<file path="config.mk">
export PLATFORM = sky130hd
export DESIGN_NAME = reg_write_master_flat
export DESIGN_NICKNAME = d
export VERILOG_FILES = /design/src/rtl/reg_write_master_if.sv /design/src/rtl/reg_write_master.sv /design/src/flat_wrapper.sv
export SDC_FILE = /design/constraint.sdc
export NUM_CORES = 1
export LEC_CHECK = 0
export ABC_CLOCK_PERIOD_IN_PS = 3100
export CAP_MARGIN = 20
export CORE_MARGIN = 4
export CORE_UTILIZATION = 40
export CTS_BUF_LIST = sky130_fd_sc_hd__clkbuf_4
export DETAILED_ROUTE_END_ITERATION = 10
export PLACE_DENSITY = 0.82
export RECOVER_POWER = 100
export SYNTH_ARGS = -nofsm -noshare
export SYNTH_HDL_FRONTEND = slang
export SYNTH_SLANG_ARGS = --single-unit
</file>
<file path="constraint.sdc">
create_clock -name clk -period 3.1 [get_ports clk]
set_input_delay 0.31 -clock clk [delete_from_list [all_inputs] [get_ports clk]]
set_output_delay 0.31 -clock clk [all_outputs]
set_load 0.1 [all_outputs]
</file>
<file path="src/rtl/reg_write_master_if.sv">
`default_nettype none
// +-----------------------------------------------------------------------------+
// | Module   : reg_write_master_if                                              |
// | Brief    : Request/response and target-register signals of reg_write_master |
// | Revision : 1.0                                                              |
// +-----------------------------------------------------------------------------+
interface reg_write_master_if #(
  parameter int WIDTH = 32
);
  logic             req_valid;
  logic             req_ready;
  logic             req_read;
  logic [WIDTH-1:0] req_data;
  logic             rsp_valid;
  logic             rsp_err;
  logic [WIDTH-1:0] rsp_data;
  logic             wr_valid;
  logic [WIDTH-1:0] wr_data;
  logic             acknowledge;
  logic             busy;
  logic [WIDTH-1:0] rd_data;

  modport master (
    input  req_valid, req_read, req_data, acknowledge, busy, rd_data,
    output req_ready, rsp_valid, rsp_err, rsp_data, wr_valid, wr_data
  );

  modport slave (
    output req_valid, req_read, req_data, acknowledge, busy, rd_data,
    input  req_ready, rsp_valid, rsp_err, rsp_data, wr_valid, wr_data
  );
endinterface
`default_nettype wire

</file>
<file path="src/rtl/reg_write_master.sv">
`default_nettype none
// +-----------------------------------------------------------------------------+
// | Module   : reg_write_master                                                 |
// | Brief    : Write-verify/read initiator for one target register with retries |
// | Revision : 1.0                                                              |
// +-----------------------------------------------------------------------------+
module reg_write_master #(
  parameter int WIDTH     = 32,
  parameter int MAX_RETRY = 3,
  parameter int TIMEOUT   = 15
) (
  input  logic                clk,
  input  logic                reset,
  reg_write_master_if.master  bus
);

  typedef enum logic [2:0] {
    S_IDLE  = 3'd0,
    S_MARK  = 3'd1,
    S_LOAD  = 3'd2,
    S_CHECK = 3'd3,
    S_RWAIT = 3'd4,
    S_RESP  = 3'd5
  } state_t;

  localparam logic [2:0] c_max_retry = 3'(MAX_RETRY);
  localparam logic [7:0] c_timeout   = 8'(TIMEOUT);

  state_t           r_state;
  logic [WIDTH-1:0] r_shadow;
  logic [WIDTH-1:0] r_rsp_data;
  logic [2:0]       r_retry_cnt;
  logic [7:0]       r_tmo_cnt;
  logic             r_wr_valid;
  logic             r_rsp_valid;
  logic             r_rsp_err;

  logic             w_verify_ok;
  logic             w_read_ok;

  // An unknown rd_data bit makes the equality unknown, which falls to the fail branch.
  assign w_verify_ok = bus.acknowledge && (bus.rd_data == r_shadow);
  assign w_read_ok   = bus.acknowledge && !bus.busy;

  assign bus.req_ready = (r_state == S_IDLE) && !reset;
  assign bus.wr_valid  = r_wr_valid;
  assign bus.wr_data   = r_shadow;
  assign bus.rsp_valid = r_rsp_valid;
  assign bus.rsp_err   = r_rsp_err;
  assign bus.rsp_data  = r_rsp_data;

  always_ff @(posedge clk or posedge reset) begin
    if (reset) begin
      r_state     <= S_IDLE;
      r_shadow    <= '0;
      r_rsp_data  <= '0;
      r_retry_cnt <= 3'd0;
      r_tmo_cnt   <= 8'd0;
      r_wr_valid  <= 1'b0;
      r_rsp_valid <= 1'b0;
      r_rsp_err   <= 1'b0;
    end else begin
      r_wr_valid  <= 1'b0;
      r_rsp_valid <= 1'b0;
      case (r_state)
        S_IDLE: begin
          if (bus.req_valid) begin
            if (bus.req_read) begin
              r_tmo_cnt <= 8'd0;
              r_state   <= S_RWAIT;
            end else begin
              r_shadow    <= bus.req_data;
              r_retry_cnt <= 3'd0;
              r_wr_valid  <= 1'b1;
              r_state     <= S_MARK;
            end
          end
        end
        S_MARK:  r_state <= S_LOAD;
        // Target captures wr_data on the edge closing this state.
        S_LOAD:  r_state <= S_CHECK;
        S_CHECK: begin
          if (w_verify_ok) begin
            r_rsp_valid <= 1'b1;
            r_rsp_err   <= 1'b0;
            r_rsp_data  <= r_shadow;
            r_state     <= S_RESP;
          end else if (r_retry_cnt < c_max_retry) begin
            r_retry_cnt <= r_retry_cnt + 3'd1;
            r_wr_valid  <= 1'b1;
            r_state     <= S_MARK;
          end else begin
            r_rsp_valid <= 1'b1;
            r_rsp_err   <= 1'b1;
            r_rsp_data  <= bus.rd_data;
            r_state     <= S_RESP;
          end
        end
        S_RWAIT: begin
          if (w_read_ok) begin
            r_rsp_valid <= 1'b1;
            r_rsp_err   <= 1'b0;
            r_rsp_data  <= bus.rd_data;
            r_state     <= S_RESP;
          end else if (r_tmo_cnt == c_timeout) begin
            r_rsp_valid <= 1'b1;
            r_rsp_err   <= 1'b1;
            r_rsp_data  <= '0;
            r_state     <= S_RESP;
          end else begin
            r_tmo_cnt <= r_tmo_cnt + 8'd1;
          end
        end
        S_RESP:  r_state <= S_IDLE;
        default: r_state <= S_IDLE;
      endcase
    end
  end

endmodule
`default_nettype wire

</file>
<file path="src/flat_wrapper.sv">
// flat-port wrapper written by rule: the top's interface ports become plain ports
module reg_write_master_flat 
#(
  parameter int WIDTH     = 32,
  parameter int MAX_RETRY = 3,
  parameter int TIMEOUT   = 15
)
  (clk, reset, bus_req_valid, bus_req_read, bus_req_data, bus_acknowledge, bus_busy, bus_rd_data, bus_req_ready, bus_rsp_valid, bus_rsp_err, bus_rsp_data, bus_wr_valid, bus_wr_data);
  reg_write_master_if #(.WIDTH(WIDTH)) bus_i ();
  input  logic clk;
  input  logic reset;
  input wire logic [$bits(bus_i.req_valid)-1:0] bus_req_valid;
  input wire logic [$bits(bus_i.req_read)-1:0] bus_req_read;
  input wire logic [$bits(bus_i.req_data)-1:0] bus_req_data;
  input wire logic [$bits(bus_i.acknowledge)-1:0] bus_acknowledge;
  input wire logic [$bits(bus_i.busy)-1:0] bus_busy;
  input wire logic [$bits(bus_i.rd_data)-1:0] bus_rd_data;
  output wire logic [$bits(bus_i.req_ready)-1:0] bus_req_ready;
  output wire logic [$bits(bus_i.rsp_valid)-1:0] bus_rsp_valid;
  output wire logic [$bits(bus_i.rsp_err)-1:0] bus_rsp_err;
  output wire logic [$bits(bus_i.rsp_data)-1:0] bus_rsp_data;
  output wire logic [$bits(bus_i.wr_valid)-1:0] bus_wr_valid;
  output wire logic [$bits(bus_i.wr_data)-1:0] bus_wr_data;
  assign bus_i.req_valid = bus_req_valid;
  assign bus_i.req_read = bus_req_read;
  assign bus_i.req_data = bus_req_data;
  assign bus_i.acknowledge = bus_acknowledge;
  assign bus_i.busy = bus_busy;
  assign bus_i.rd_data = bus_rd_data;
  assign bus_req_ready = bus_i.req_ready;
  assign bus_rsp_valid = bus_i.rsp_valid;
  assign bus_rsp_err = bus_i.rsp_err;
  assign bus_rsp_data = bus_i.rsp_data;
  assign bus_wr_valid = bus_i.wr_valid;
  assign bus_wr_data = bus_i.wr_data;
  reg_write_master #(.WIDTH(WIDTH), .MAX_RETRY(MAX_RETRY), .TIMEOUT(TIMEOUT)) u_core (.clk(clk), .reset(reset), .bus(bus_i));
endmodule
</file>
# Yosys cells after proc, flatten, opt, wreduce, memory -nomap -nowiden
# Index checks and enable logic that the tools add are counted.
# totals
memories	0
romBits	0
output_inout_bits	68
mem_bits_rw	0
register_bits	81
wordCells	78
latch_bits	0
# classes
muxes	37
n_eq_ne	15
n_addsub	2
bitwise	1
n_div	0
multipliers	0
n_shift	0
order_cmp	1
n_reduce_logical	14
# op_table
op	n
32-bit 2-to-1 mux	4
32-bit case mux with 2 select lines	1
32-bit == test	1
8-bit 2-to-1 mux	4
3-bit 2-to-1 mux	10
8-bit case mux with 2 select lines	1
3-bit case mux with 5 select lines	1
1-bit 2-to-1 mux	12
2-bit != test, second input constant	6
5-bit AND reduction	2
8-bit by 1-bit adder with 8-bit output, second input constant	1
8-bit by 4-bit == test with 1-bit output, second input constant	1
3-bit by 2-bit == test with 1-bit output, second input constant	2
1-bit case mux with 2 select lines	3
3-bit case mux with 2 select lines	1
3-bit AND reduction	2
2-bit nonzero test	3
3-bit by 1-bit adder with 3-bit output, second input constant	1
3-bit by 1-bit == test with 1-bit output, second input constant	1
3-bit == test, second input constant	1
1-bit logical AND	3
3-bit zero test	1
3-bit by 2-bit less-than comparator with 1-bit output, second input constant	1
3-bit by 1-bit != test with 1-bit output, second input constant	1
other kinds (5)	6

# Longest topological paths before layout
# depth
word_depth	4
mapped_depth	8
depth_no_buf	7

# Least setup slack after synthesis
# No wires, ideal clock.
# synth_timing
path_kind	reg2out
startpoint	register u_core.r_state[2]
endpoint	output bus_req_ready
path_stages_with_launch	3
t_required_ns	2.790
setup_slack_ns	-0.692
path_buffers	1
arrival_ns	3.482
path_cell_list	dfrtp_1 -> clkbuf_1 -> nor4_1
# synth_between
elab_chain_cells	2
# synth_rtl
element	line	source
from (decl)	reg_write_master.sv:29	state_t r_state;
from (signal assigned)	reg_write_master.sv:54	r_state <= S_IDLE;
from (signal assigned)	reg_write_master.sv:70	r_state <= S_RWAIT;
from (signal assigned)	reg_write_master.sv:75	r_state <= S_MARK;
3-bit zero test	reg_write_master.sv:45	assign bus.req_ready = (r_state == S_IDLE) && !reset;
1-bit logical AND	reg_write_master.sv:45	
to (decl)	flat_wrapper.sv:18	output wire logic [$bits(bus_i.req_ready)-1:0] bus_req_ready;
# No other way between the ends.

# Worst setup path in the final report
# layout_timing
startpoint	register u_core.r_state[1]
endpoint	register u_core.r_shadow[29] (netlist: u_core.bus.wr_data[29])
# layout_between
elab_chain_cells	2
# layout_rtl
element	line	source
3-bit zero test	reg_write_master.sv:65	case (r_state)
3-bit AND reduction (no source line)	--	
to (signal assigned)	reg_write_master.sv:72	r_shadow <= bus.req_data;
to (decl)	reg_write_master.sv:30	logic [WIDTH-1:0] r_shadow;
# No other way between the ends.
# A chain may end at the register's enable or synchronous reset.

==> flow_metrics.py <==
metrics = {
    "status": {
        "status": "finished, violations left",
        "violations": "capacitance limit, slew limit",
    },
    "critical_path": {
        "start_kind": "flop",
        "cp_top_family": "simple AND/OR/NAND/NOR gates",
        "max_stage_delay_ns": 0.88,
        "path_cells": "nor2_1 > nand4bb_1 > buf_4 > mux2_2",
        "cp_slowest_cell": "nand4bb_1",
        "critPathMaxFanout": 21,
        "crit_arrival_ns": 3.04,
        "required_ns": 3.42,
        "worst-setup-path-type": "reg2reg",
        "cp-end-kind": "flop",
        "path_buf_inv": 1,
    },
    "placed_design": {
        "hpwl_mm": 7.593,
        "gp_congestion": 0.8078,
        "io_buffers": 137,
    },
    "floorplan": {
        "core_area_um2": 9371,
        "ios": 138,
        "chipWidth_um": 106.6,
        "start_util_pct": 41.51,
        "dieArea_um2": 11370,
        "die_y_um": 106.6,
        "rows": 35,
    },
    "detailed_routing": {
        "wl_met2_mm": 4.988,
        "firstDrtPassIters": 4,
        "wire_per_inst_um": 16.13,
        "antenna_left": 0,
        "maxUsedRoutingLayer": "met4",
        "dr.first_iter.drc_count": 91,
        "vias_per_cell": 4.723,
        "drc_errors": 0,
        "vias": 2914,
        "routed_wl_mm": 9.952,
        "drt-met1-wl_mm": 4.244,
        "route.met3.wl_um": 587,
    },
    "clocking": {
        "h-tree-depth": 3,
        "cts_setup_buffers": 0,
        "clock_sinks": 81,
        "root_buffer": "clkbuf_4",
        "cts_resized": 0,
        "hold_buffers": 0,
        "path_clk_slew_ns": 0.16,
        "insertion_delay_ns": 0.44,
        "cts_tree": "yes",
        "cts_buffers": 9,
        "clk_path_buf_depth": 2,
    },
    "timing": {
        "hold_violations": 0,
        "fin_setup_tns_ns": 0,
        "setup_violations": 0,
        "rsz0062_at_grt": "false",
        "skew_ns": 0.02859,
        "final.min_clock_period_ns": 2.718,
        "fin_crit_sh_pct": 87.68,
        "slew_violations": 41,
        "maxSlewHeadroom_pct": -26.78,
        "fmax_mhz": 367.9,
        "worst_pin_slew_ns": 1.891,
    },
    "grt": {
        "grt_pass1_wl_mm": 16.08,
        "grt_max_degree": 42,
        "grt_pass1_vias": 3145,
        "grt_overflow": 0,
        "antenna_found_initial": 0,
        "grt_usage_pct": 18.07,
    },
    "logic_synthesis": {
        "synth_commonest_cells": "dfrtp_1, nand2_1, inv_1",
        "synth_top_area_cell": "dfrtp_1",
        "synth_fa_ha_area_share_pct": 0.6433,
        "synth_area_um2": 3890,
        "synthMuxAreaShare_pct": 18.01,
        "ys_seq_area_share_pct": 52.11,
        "synthSimpleGateAreaFrac_pct": 10.81,
        "synth_cells": 343,
        "synthFlopType": "dfrtp_1",
        "synth_seq_cells": 81,
        "syn_avg_cell_area_um2": 11.34,
        "synth_top_family_by_area": "multiplexers",
        "post-synth-top-count-cell": "dfrtp_1",
        "ys_top_cells_by_area": "dfrtp_1, mux2_2, mux2i_1",
        "synth-xor-area-share_pct": 8.556,
        "synth_nets": 415,
        "synthArstFlopShare_pct": 100.0,
        "synth_compound_area_share_pct": 3.313,
        "synth.top_cell.area_share_pct": 52.11,
        "yosysWarnings": 0,
        "synth_cell_type_count": 39,
        "synth_edf_count": 0,
    },
    "hold_path": {
        "hold_class": "in2reg",
    },
    "cells_and_area": {
        "layout.nets": 555,
        "n_antenna_cell": 0,
        "area_growth_syn_to_layout_pct": 39.92,
        "n_fill_cell": 829,
        "drive_gt1_share_pct": 12.30,
    },
    "flow_run": {
        "cap_violations": 1,
    },
}
==> cell usage in the layout (no fill, tap or decap), drive strengths merged, types with 2 or more instances in the layout <==
master	count
nand4	3
nor4	9
clkdlybuf4s50	68
xor2	23
buf	6
clkinvlp	3
nand3	6
xnor2	15
dlygate4sd3	58
nor3b	2
nand2b	2
a21oi	3
o21ai	5
mux2i	34
clkbuf	20
ha	2
dfrtp	81
o22ai	3
inv	40
nor3	3
nor2	11
nand2	43
mux2	32
==> layout make-up <==
cell class	count	area [µm²]	share of cell area, %
clock buffer	9	67.56	1.241
clock inverter	7	76.32	1.402
inverter	38	143.9	2.644
multi-input combinational	210	1607	29.52
sequential	81	2027	37.24
tap	129	161.4	2.966
timing repair buffer	143	1360	24.99
==> final timing paths <==
kind	end	slack, ns	from	depth (start not counted)
min in group asynchronous	u_core.bus.rsp_data[1]	0.83	reset	2
hold / removal	u_core.bus.rsp_data[2]	0.45	bus_rd_data[2]	3
setup reg to reg	u_core.bus.wr_data[29]	0.38	u_core.r_state[1]	4
hold reg to reg	u_core.bus.rsp_data[20]	0.53	u_core.bus.rsp_data[20]	2
max in group asynchronous	u_core.r_tmo_cnt[0]	1.35	reset	3
setup / recovery	u_core.bus.wr_data[29]	0.38	u_core.r_state[1]	4
==> through the flow <==
| stage | hold WS [ns] | util, % | cell area (µm²) | std cells | setup WS (ns) |
|---|---|---|---|---|---|
| CTS | 0.3327 | 58.65 | 5497 | 617 | 0.5929 |
| floorplan | 0.4476 | - | 3896 | 343 | 0.4750 |
| global placement | 0.4792 | 57.12 | 5353 | 601 | 0.3422 |
| detailed placement | 0.5103 | 57.12 | 5353 | 601 | 0.2444 |
| global route | 0.4209 | 58.08 | 5443 | 617 | 0.2446 |
| finish | 0.4454 | 58.08 | 5443 | 617 | 0.3821 |
==> cell families after synthesis <==
logic type,count (synthesis)
AOI/OAI and AO/OA,18
muxes,66
xor gates and xnor gates,38
DFF,81
and+or+nand+nor,86
buffers and inverters,52
adders and majority gates,2
==> registers in the layout, summed over array words and instances (netlist names) <==
name and cells:
u_core.bus.rsp_err 1, u_core.bus.wr_valid 1, u_core.bus.wr_data 32, u_core.bus.rsp_data 32
u_core.r_retry_cnt 3, u_core.r_state 3, u_core.bus.rsp_valid 1, u_core.r_tmo_cnt 8
==> routing by layer <==
layer  GRT usage (%)  up-vias
li1                -     1416
met1           22.50     1403
met4           5.662        0
met3           5.719       12
met5               0        -
met2           29.99       83
==> worst register-to-register path, cell delays in order, from the launching register on <==
cell and delay (ns):
dfrtp_1 0.48, nor2_1 0.36, nand4bb_1 0.88, buf_4 0.58, mux2_2 0.31
Power is not shown: default switching activity piles up to over one toggle a cycle in this logic, so the estimate is an artifact.
